[src/rtl/wr_ctrl_if.sv]
// Start/stop control, show-ahead FIFO read side and Avalon-MM burst write bus for wr_ctrl.
interface wr_ctrl_if #(
  parameter int unsigned BURST_W = 16,
  parameter int unsigned USEDW_W = 9
);
  logic               wr_ctrl;
  logic               flush;
  logic [31:0]        buf_begin;
  logic [31:0]        buf_end;
  logic               wr_ctrl_rdy;
  logic               wr_done;
  logic [31:0]        words_written;
  logic [31:0]        fifo_q;
  logic               empty;
  logic [USEDW_W-1:0] usedw;
  logic               rdreq;
  logic [31:0]        address;
  logic [31:0]        writedata;
  logic               write;
  logic [BURST_W-1:0] burstcount;
  logic               waitrequest;

  modport master (
    input  wr_ctrl, flush, buf_begin, buf_end, fifo_q, empty, usedw, waitrequest,
    output wr_ctrl_rdy, wr_done, words_written, rdreq, address, writedata, write, burstcount
  );

  modport slave (
    output wr_ctrl, flush, buf_begin, buf_end, fifo_q, empty, usedw, waitrequest,
    input  wr_ctrl_rdy, wr_done, words_written, rdreq, address, writedata, write, burstcount
  );
endinterface

[src/rtl/wr_ctrl.sv]
// Avalon-MM burst write master: drains a show-ahead FIFO into [buf_begin, buf_end),
// starting a burst only once the FIFO already holds every word of it.
module wr_ctrl #(
  parameter int unsigned MAX_BURST = 8,
  parameter int unsigned BURST_W   = 16,
  parameter int unsigned USEDW_W   = 9
) (
  input  logic      clk,
  input  logic      reset,
  wr_ctrl_if.master bus
);

  localparam logic [1:0] S_IDLE      = 2'd0;
  localparam logic [1:0] S_WAIT_DATA = 2'd1;
  localparam logic [1:0] S_BURST     = 2'd2;
  localparam logic [1:0] S_DONE      = 2'd3;

  localparam logic [31:0]        MAX_BURST_C = 32'(MAX_BURST);
  localparam logic [BURST_W-1:0] ONE_B       = BURST_W'(1);

  logic [1:0]         state_q, state_d;
  logic [31:0]        cur_addr_q, cur_addr_d;
  logic [31:0]        remaining_q, remaining_d;
  logic [31:0]        words_written_q, words_written_d;
  logic [31:0]        address_q, address_d;
  logic [BURST_W-1:0] burstcount_q, burstcount_d;
  logic [BURST_W-1:0] beat_q, beat_d;
  logic               write_q, write_d;
  logic               rdy_q, rdy_d;
  logic               done_q, done_d;

  logic [USEDW_W-1:0] usedw;
  logic [31:0]        usedw_c;
  logic [31:0]        region_words_c;
  logic [31:0]        blen_c;
  logic               accept_c;
  logic               last_beat_c;

  // Region size in words; an empty or inverted region yields zero
  always_comb begin
    usedw          = bus.usedw;
    usedw_c        = 32'(usedw);
    region_words_c = (bus.buf_end > bus.buf_begin) ? ((bus.buf_end - bus.buf_begin) >> 2) : 32'd0;
    blen_c         = (remaining_q < MAX_BURST_C) ? remaining_q : MAX_BURST_C;
    accept_c       = write_q & ~bus.waitrequest;
    last_beat_c    = (beat_q == (burstcount_q - ONE_B));
  end

  always_comb begin
    state_d         = state_q;
    cur_addr_d      = cur_addr_q;
    remaining_d     = remaining_q;
    words_written_d = words_written_q;
    address_d       = address_q;
    burstcount_d    = burstcount_q;
    beat_d          = beat_q;
    write_d         = write_q;
    rdy_d           = rdy_q;
    done_d          = 1'b0;

    case (state_q)
      S_IDLE: begin
        if (bus.wr_ctrl) begin
          cur_addr_d      = bus.buf_begin & ~32'd3;
          remaining_d     = region_words_c;
          words_written_d = 32'd0;
          rdy_d           = 1'b0;
          state_d         = S_WAIT_DATA;
        end
      end
      S_WAIT_DATA: begin
        // flush is only honoured between bursts, never inside one
        if ((remaining_q == 32'd0) || bus.flush) begin
          done_d  = 1'b1;
          state_d = S_DONE;
        end else if (usedw_c >= blen_c) begin
          address_d    = cur_addr_q;
          burstcount_d = BURST_W'(blen_c);
          beat_d       = '0;
          write_d      = 1'b1;
          state_d      = S_BURST;
        end
      end
      S_BURST: begin
        if (accept_c) begin
          beat_d          = beat_q + ONE_B;
          words_written_d = words_written_q + 32'd1;
          if (last_beat_c) begin
            write_d     = 1'b0;
            cur_addr_d  = cur_addr_q + (32'(burstcount_q) << 2);
            remaining_d = remaining_q - 32'(burstcount_q);
            state_d     = S_WAIT_DATA;
          end
        end
      end
      default: begin
        rdy_d   = 1'b1;
        state_d = S_IDLE;
      end
    endcase
  end

  always_ff @(posedge clk or posedge reset) begin
    if (reset) begin
      state_q         <= S_IDLE;
      cur_addr_q      <= '0;
      remaining_q     <= '0;
      words_written_q <= '0;
      address_q       <= '0;
      burstcount_q    <= '0;
      beat_q          <= '0;
      write_q         <= 1'b0;
      rdy_q           <= 1'b1;
      done_q          <= 1'b0;
    end else begin
      state_q         <= state_d;
      cur_addr_q      <= cur_addr_d;
      remaining_q     <= remaining_d;
      words_written_q <= words_written_d;
      address_q       <= address_d;
      burstcount_q    <= burstcount_d;
      beat_q          <= beat_d;
      write_q         <= write_d;
      rdy_q           <= rdy_d;
      done_q          <= done_d;
    end
  end

  // Data and pop follow the FIFO head and the slave stall directly
  assign bus.rdreq         = accept_c;
  assign bus.writedata     = bus.fifo_q;
  assign bus.address       = address_q;
  assign bus.burstcount    = burstcount_q;
  assign bus.write         = write_q;
  assign bus.wr_ctrl_rdy   = rdy_q;
  assign bus.wr_done       = done_q;
  assign bus.words_written = words_written_q;

  rdreq_not_empty: assert property (@(posedge clk) disable iff (reset) !(accept_c && bus.empty))
    else $error("wr_ctrl: rdreq asserted while FIFO empty");

endmodule

[src/flat_wrapper.sv]
// flat-port wrapper written by rule: the top's interface ports become plain ports
module wr_ctrl_flat 
#(
  parameter int unsigned MAX_BURST = 8,
  parameter int unsigned BURST_W   = 16,
  parameter int unsigned USEDW_W   = 9
)
  (clk, reset, bus_wr_ctrl, bus_flush, bus_buf_begin, bus_buf_end, bus_fifo_q, bus_empty, bus_usedw, bus_waitrequest, bus_wr_ctrl_rdy, bus_wr_done, bus_words_written, bus_rdreq, bus_address, bus_writedata, bus_write, bus_burstcount);
  wr_ctrl_if #(.BURST_W(BURST_W), .USEDW_W(USEDW_W)) bus_i ();
  input  logic clk;
  input  logic reset;
  input wire logic [$bits(bus_i.wr_ctrl)-1:0] bus_wr_ctrl;
  input wire logic [$bits(bus_i.flush)-1:0] bus_flush;
  input wire logic [$bits(bus_i.buf_begin)-1:0] bus_buf_begin;
  input wire logic [$bits(bus_i.buf_end)-1:0] bus_buf_end;
  input wire logic [$bits(bus_i.fifo_q)-1:0] bus_fifo_q;
  input wire logic [$bits(bus_i.empty)-1:0] bus_empty;
  input wire logic [$bits(bus_i.usedw)-1:0] bus_usedw;
  input wire logic [$bits(bus_i.waitrequest)-1:0] bus_waitrequest;
  output wire logic [$bits(bus_i.wr_ctrl_rdy)-1:0] bus_wr_ctrl_rdy;
  output wire logic [$bits(bus_i.wr_done)-1:0] bus_wr_done;
  output wire logic [$bits(bus_i.words_written)-1:0] bus_words_written;
  output wire logic [$bits(bus_i.rdreq)-1:0] bus_rdreq;
  output wire logic [$bits(bus_i.address)-1:0] bus_address;
  output wire logic [$bits(bus_i.writedata)-1:0] bus_writedata;
  output wire logic [$bits(bus_i.write)-1:0] bus_write;
  output wire logic [$bits(bus_i.burstcount)-1:0] bus_burstcount;
  assign bus_i.wr_ctrl = bus_wr_ctrl;
  assign bus_i.flush = bus_flush;
  assign bus_i.buf_begin = bus_buf_begin;
  assign bus_i.buf_end = bus_buf_end;
  assign bus_i.fifo_q = bus_fifo_q;
  assign bus_i.empty = bus_empty;
  assign bus_i.usedw = bus_usedw;
  assign bus_i.waitrequest = bus_waitrequest;
  assign bus_wr_ctrl_rdy = bus_i.wr_ctrl_rdy;
  assign bus_wr_done = bus_i.wr_done;
  assign bus_words_written = bus_i.words_written;
  assign bus_rdreq = bus_i.rdreq;
  assign bus_address = bus_i.address;
  assign bus_writedata = bus_i.writedata;
  assign bus_write = bus_i.write;
  assign bus_burstcount = bus_i.burstcount;
  wr_ctrl #(.MAX_BURST(MAX_BURST), .BURST_W(BURST_W), .USEDW_W(USEDW_W)) u_core (.clk(clk), .reset(reset), .bus(bus_i));
endmodule
[config.mk]
export PLATFORM = sky130hd
export DESIGN_NAME = wr_ctrl_flat
export DESIGN_NICKNAME = d
export VERILOG_FILES = /design/src/rtl/wr_ctrl_if.sv /design/src/rtl/wr_ctrl.sv /design/src/flat_wrapper.sv
export SDC_FILE = /design/constraint.sdc
export NUM_CORES = 1
export LEC_CHECK = 0
export ABC_CLOCK_PERIOD_IN_PS = 6700
export CAP_MARGIN = 30
export CORE_MARGIN = 2
export CORE_UTILIZATION = 54
export CTS_CLUSTER_DIAMETER = 100
export DETAILED_ROUTE_END_ITERATION = 12
export HOLD_SLACK_MARGIN = 0.05
export PLACE_DENSITY = 0.82
export RECOVER_POWER = 25
export SLEW_MARGIN = 15
export SYNTH_ARGS = -nofsm -noshare
export SYNTH_HDL_FRONTEND = slang
export SYNTH_SLANG_ARGS = --single-unit
[constraint.sdc]
create_clock -name clk -period 6.7 [get_ports clk]
set_clock_uncertainty 0.2 [all_clocks]
set_input_delay 0.67 -clock clk [delete_from_list [all_inputs] [get_ports clk]]
set_output_delay 0.67 -clock clk [all_outputs]
set_load 0.01 [all_outputs]
Word level (Yosys, flattened, before mapping)
Index checks and enable logic that the tools add are counted.
Storage, ports and cells
  input bits: 111
  register bits: 165
  output and inout port bits: 116
Operators by class
  reductions and logical operators: 13
  bitwise gates (word level): 4
  magnitude comparators: 3
  eq/ne operators: 9
  muxes and demuxes: 32
  add/sub/neg operators: 6
Operators with widths (count)
  $mux W32: 9
  $pmux W32 S2: 3
  $mux W16: 3
  $add A32 B1 Y32 const B: 1
  $add A32 B18 Y32: 1
  $ge A9 B32 Y1: 1
  $gt A32 B32 Y1: 1
  $logic_not A32 Y1: 1
  $lt A32 B4 Y1 const B: 1
  $pmux W16 S2: 1
  $sub A32 B16 Y32: 1
  $sub A32 B32 Y32: 1
  $mux W30: 1
  $add A16 B1 Y16 const B: 1
  $eq A16 B16 Y1: 1
  $sub A16 B1 Y16 const B: 1
  $reduce_and A4 Y1: 3
  $mux W2: 5
  $mux W1: 7
  $ne A2 B2 Y1 const B: 3
  $pmux W2 S3: 1
  $reduce_and A3 Y1: 2
  $reduce_and A5 Y1: 1
  $ne A2 B1 Y1 const B: 2
  other kinds (11): 15

Logic depth before layout (Yosys ltp)
  depth after elaboration: 6
  mapped depth: 15

Least setup slack after synthesis
OpenSTA, ideal clock, no wires.
  path kind: flip-flop to flip-flop
  start point: reg u_core.remaining_q[16]
  end point: reg u_core.beat_q[15]
  required time: 6.368 ns
  setup slack: 2.633 ns
  clock period less this slack: 4.067 ns
  path buffers: 1
  arrival time: 3.735 ns
  cell stages (with the launch flop): 16
  setup time: 0.132 ns
  cell sequence: dfrtp_1 or3_1 or3_1 nand2b_1 nor3_2 nand2_1 ha_1 a21o_1 a21oi_1 o21a_1 o31ai_1 a31oi_2 buf_2 nor4_1 xnor2_1 nor2_1
Between the ends
  longest elaborated chain between the ends: 5
  elaborated cells between the ends (all ways): 8
RTL lines
  start, declared: RTL line wr_ctrl.sv:23  | logic [31:0] remaining_q, remaining_d;
  start signal, assigned: RTL line wr_ctrl.sv:118  | remaining_q <= remaining_d;
  $lt A32 B4 Y1: RTL line wr_ctrl.sv:44  | blen_c = (remaining_q < MAX_BURST_C) ? remaining_q : MAX_BURST_C;
  $mux W32: RTL line wr_ctrl.sv:44
  $ge A9 B32 Y1: RTL line wr_ctrl.sv:76  | end else if (usedw_c >= blen_c) begin
  $ne A2 B1 Y1 (no source line)
  $reduce_and A4 Y1 (no source line) *
  end signal, assigned: RTL line wr_ctrl.sv:122  | beat_q <= beat_d;
  end, declared: RTL line wr_ctrl.sv:27  | logic [BURST_W-1:0] beat_q, beat_d;
Every way passes the cells marked *; elsewhere a longest branch is shown, timed or not.
A chain may end at the register's enable or synchronous reset.

Worst setup path after layout
  start point: reg u_core.remaining_q[16]
  end point: reg u_core.beat_q[3]
Between the ends
  longest elaborated chain between the ends: 5
  elaborated cells between the ends (all ways): 8
RTL lines
  $lt A32 B4 Y1: RTL line wr_ctrl.sv:44
  $mux W32: RTL line wr_ctrl.sv:44
  via u_core.blen_c[0]: RTL line wr_ctrl.sv:35  | logic [31:0] blen_c;
  $ge A9 B32 Y1: RTL line wr_ctrl.sv:76
  $ne A2 B1 Y1 (no source line)
  $reduce_and A4 Y1 (no source line)
The timed path passes the listed nets, and every way through them passes these cells.

==> results.py <==
metrics = {
    "yosys": {
        "ys.warnings.count": 0,
        "synthFlopType": "dfrtp_1",
        "async_reset_ff_frac": 1.00,
        "synthDominantCellAreaShare": 0.334,
        "synth_edf_count": 0,
        "synth_area_mm2": 0.0120,
        "ys_seq_area_frac": 0.337,
        "syn_area_per_cell_um2": 8.35,
        "ys_ff_latch": 161,
        "synth_top_area_cell": "dfrtp_1",
        "syn_inst": 1435,
        "yosys.cell_types.count": 89,
        "ys_top_cells_by_area": "dfrtp_1 (33%), ha_1 (8.5%), nand2_1 (6.5%), xnor2_1 (4.5%), nor2_1 (4.2%)",
    },
    "sta": {
        "max_freq_mhz": 196,
        "slew_violations": 120,
        "min_period_ps": 5100,
        "rsz0062_at_grt": "false",
        "setup_tns_ps": 0,
        "worst_pin_slew_ps": 3150,
        "finalCritPeriodShare": 0.761,
        "slew-limit-headroom": -1.11,
        "setup_viol": 0,
        "hold_viol": 0,
    },
    "worst_setup_path": {
        "crit_path_cell_trace": "or3_1 -> or3_1 -> nand2b_1 -> nor4_1 -> ha_1 -> nand2b_1 -> a21o_1 -> a21oi_1 -> o21a_1 -> o31ai_1 -> nand3_1 -> buf_4 -> nor2_1 -> nor2_1",
        "critPathSlowestCell": "nor4_1",
        "path_class": "reg -> reg",
        "worst-path-max-fanout": 41,
        "crit_buf_inv": 1,
        "critical-path-top-delay-family": "simple AND/OR/NAND/NOR gates",
        "ff2ff_setup_slack_ps": 1600,
        "cp-start-kind": "flop",
        "cp.required_ps": 6780,
        "worst_setup_path_end_kind": "flop",
        "worstPathArrival_ps": 5170,
        "crit_path_max_incr_delay_ps": 710,
    },
    "power_and_ir_drop": {
        "p_leak_uw": 0.00626,
        "ir_drop_mv": 0.232,
        "powerDensity_mw_per_mm2": 402,
        "total_power_uw": 5690,
    },
    "cts": {
        "htreeDepth": 4,
        "cts_tree": "yes",
        "clk_pin_slew_worst_paths_ps": 70,
        "ctsResizeCount": 0,
        "clkLatencyLatePin_ps": 430,
        "cts_buffers": 17,
        "post_cts_buffers": 0,
        "root_buffer": "clkbuf_16",
        "cts.sinks": 161,
        "cts_hold_buf": 0,
        "cts_buffer_depth": 2,
    },
    "floorplanning": {
        "die_y_um": 153,
        "placementRows": 54,
        "num_io_pins": 227,
        "core_area_mm2": 0.0218,
        "die_w_um": 153,
        "die_area_mm2": 0.0234,
        "initial_core_util": 0.549,
    },
    "place": {
        "gp_congestion": 0.943,
        "hpwl_um": 25200,
        "numPortBuffers": 159,
    },
    "grt": {
        "grt_pass1_wl_um": 55000,
        "grt_max_degree": 79,
        "grt_pass1_vias": 10600,
        "grtUsageTotal": 0.288,
        "overflow": 0,
        "grt_antenna_before_repair": 0,
    },
    "drt": {
        "drt_wl_total_um": 34000,
        "vias": 11100,
        "wl_per_cell_um": 18.5,
        "detail-route-antenna-nets": 0,
        "viasPerCell": 6.06,
        "drc": 0,
        "dr.pass1.iters": 6,
        "drt-initial-drc-count": 1016,
    },
    "outcome": {
        "status": "complete, but fails checks",
        "violations": "max-capacitance violations, max-slew violations",
    },
    "flow_run": {
        "maxCapViolCount": 2,
    },
    "finish": {
        "drive_gt1_frac": 0.0520,
        "n_fill_cell": 1881,
        "area_growth_pct": 18.3,
        "antenna_cells": 0,
        "mostFrequentLayoutCell": "nand2_1",
        "final_cell_mix": "nand2_1 (206), dfrtp_1 (160), clkdlybuf4s50_1 (158), nor2_1 (133), a21oi_1 (81)",
        "nets": 1740,
    },
    "min_path": {
        "hold_path_class": "reg -> reg",
    },
}
[cell families after synthesis]
kind of cell / after synthesis / share of synthesized area
AOI/OAI and AO/OA: 343 / 0.194
other: 2 / 0.000627
muxes: 20 / 0.0172
and+or+nand+nor: 572 / 0.229
DFF: 161 / 0.337
adders and majority gates: 83 / 0.0880
xor gates and xnor gates: 100 / 0.0731
buffers and inverters: 154 / 0.0611
[final cells by class]
| class | count | area [um^2] | share of cell area |
|---|---|---|---|
| timing repair buffer | 170 | 1690 | 0.119 |
| multi-input combinational | 1125 | 7240 | 0.511 |
| clock inverter | 13 | 154 | 0.0109 |
| clock buffer | 18 | 429 | 0.0303 |
| sequential | 161 | 4030 | 0.285 |
| tap | 280 | 350 | 0.0247 |
| inverter | 71 | 268 | 0.0189 |
[flip-flops by register name, summed over array words and instances, names as in the netlist, 2 cells and up]
register                  cells
u_core.cur_addr_q            30
u_core.state_q                2
u_core.remaining_q           32
u_core.beat_q                16
u_core.bus.burstcount        16
u_core.bus.words_written     32
u_core.bus.address           30
[Yosys cell counts (all sizes together), types with 15 or more instances]
cell,count
nand2,207
dfrtp,160
nor2,135
a21oi,81
ha,81
inv,70
o21ai,67
xnor2,62
buf,52
nand3,44
xor2,38
nor3,32
clkbuf,31
a21o,28
and3,23
nor4,23
nand2b,21
a31oi,18
nand4,18
or3,18
a221oi,17
o31ai,16
mux2i,15
[report_power, final]
group	total [uW]	internal, uW	switching, uW
clock	987	556	430
combinational	3080	1320	1760
sequential	1620	1280	340
[worst paths after layout]
check / cells after the start / startpoint / to
worst max-delay path: 14 / u_core.remaining_q[16] / u_core.beat_q[3]
worst min-delay path: 2 / u_core.bus.address[14] / u_core.bus.address[14]
worst max register to register: 14 / u_core.remaining_q[16] / u_core.beat_q[3]
worst min register to register: 2 / u_core.bus.address[14] / u_core.bus.address[14]
max in group asynchronous: 3 / reset / u_core.cur_addr_q[27]
min in group asynchronous: 2 / reset / u_core.bus.words_written[16]
[layer usage]
| metal | track usage | routed length (um) | part of all wire | vias up |
|---|---|---|---|---|
| met5 | 0 | 0 | 0 | - |
| met4 | 0.0719 | 522 | 0.015 | 0 |
| met3 | 0.0488 | 2520 | 0.074 | 50 |
| met2 | 0.469 | 15900 | 0.47 | 442 |
| met1 | 0.402 | 15000 | 0.44 | 5339 |
| li1 | - | - | - | 5302 |
[tightest hold or removal path, stage by stage (launching register included)]
cell and delay (ps):
dfrtp_1 340, nand2_1 50, nand2_1 50
[per-stage QoR]
stage,cell area [um^2],worst slack (ps),hold slack [ps],std cells,util
CTS,14100,1690,280,1835,0.647
finish,14200,1600,275,1838,0.649
global route,14200,806,302,1838,0.649
detailed placement,13500,1700,263,1804,0.621
floorplan,12000,1480,246,1440,-
global placement,13500,1850,260,1804,0.621
No activity file was read; power rests on OpenSTA's default activity.
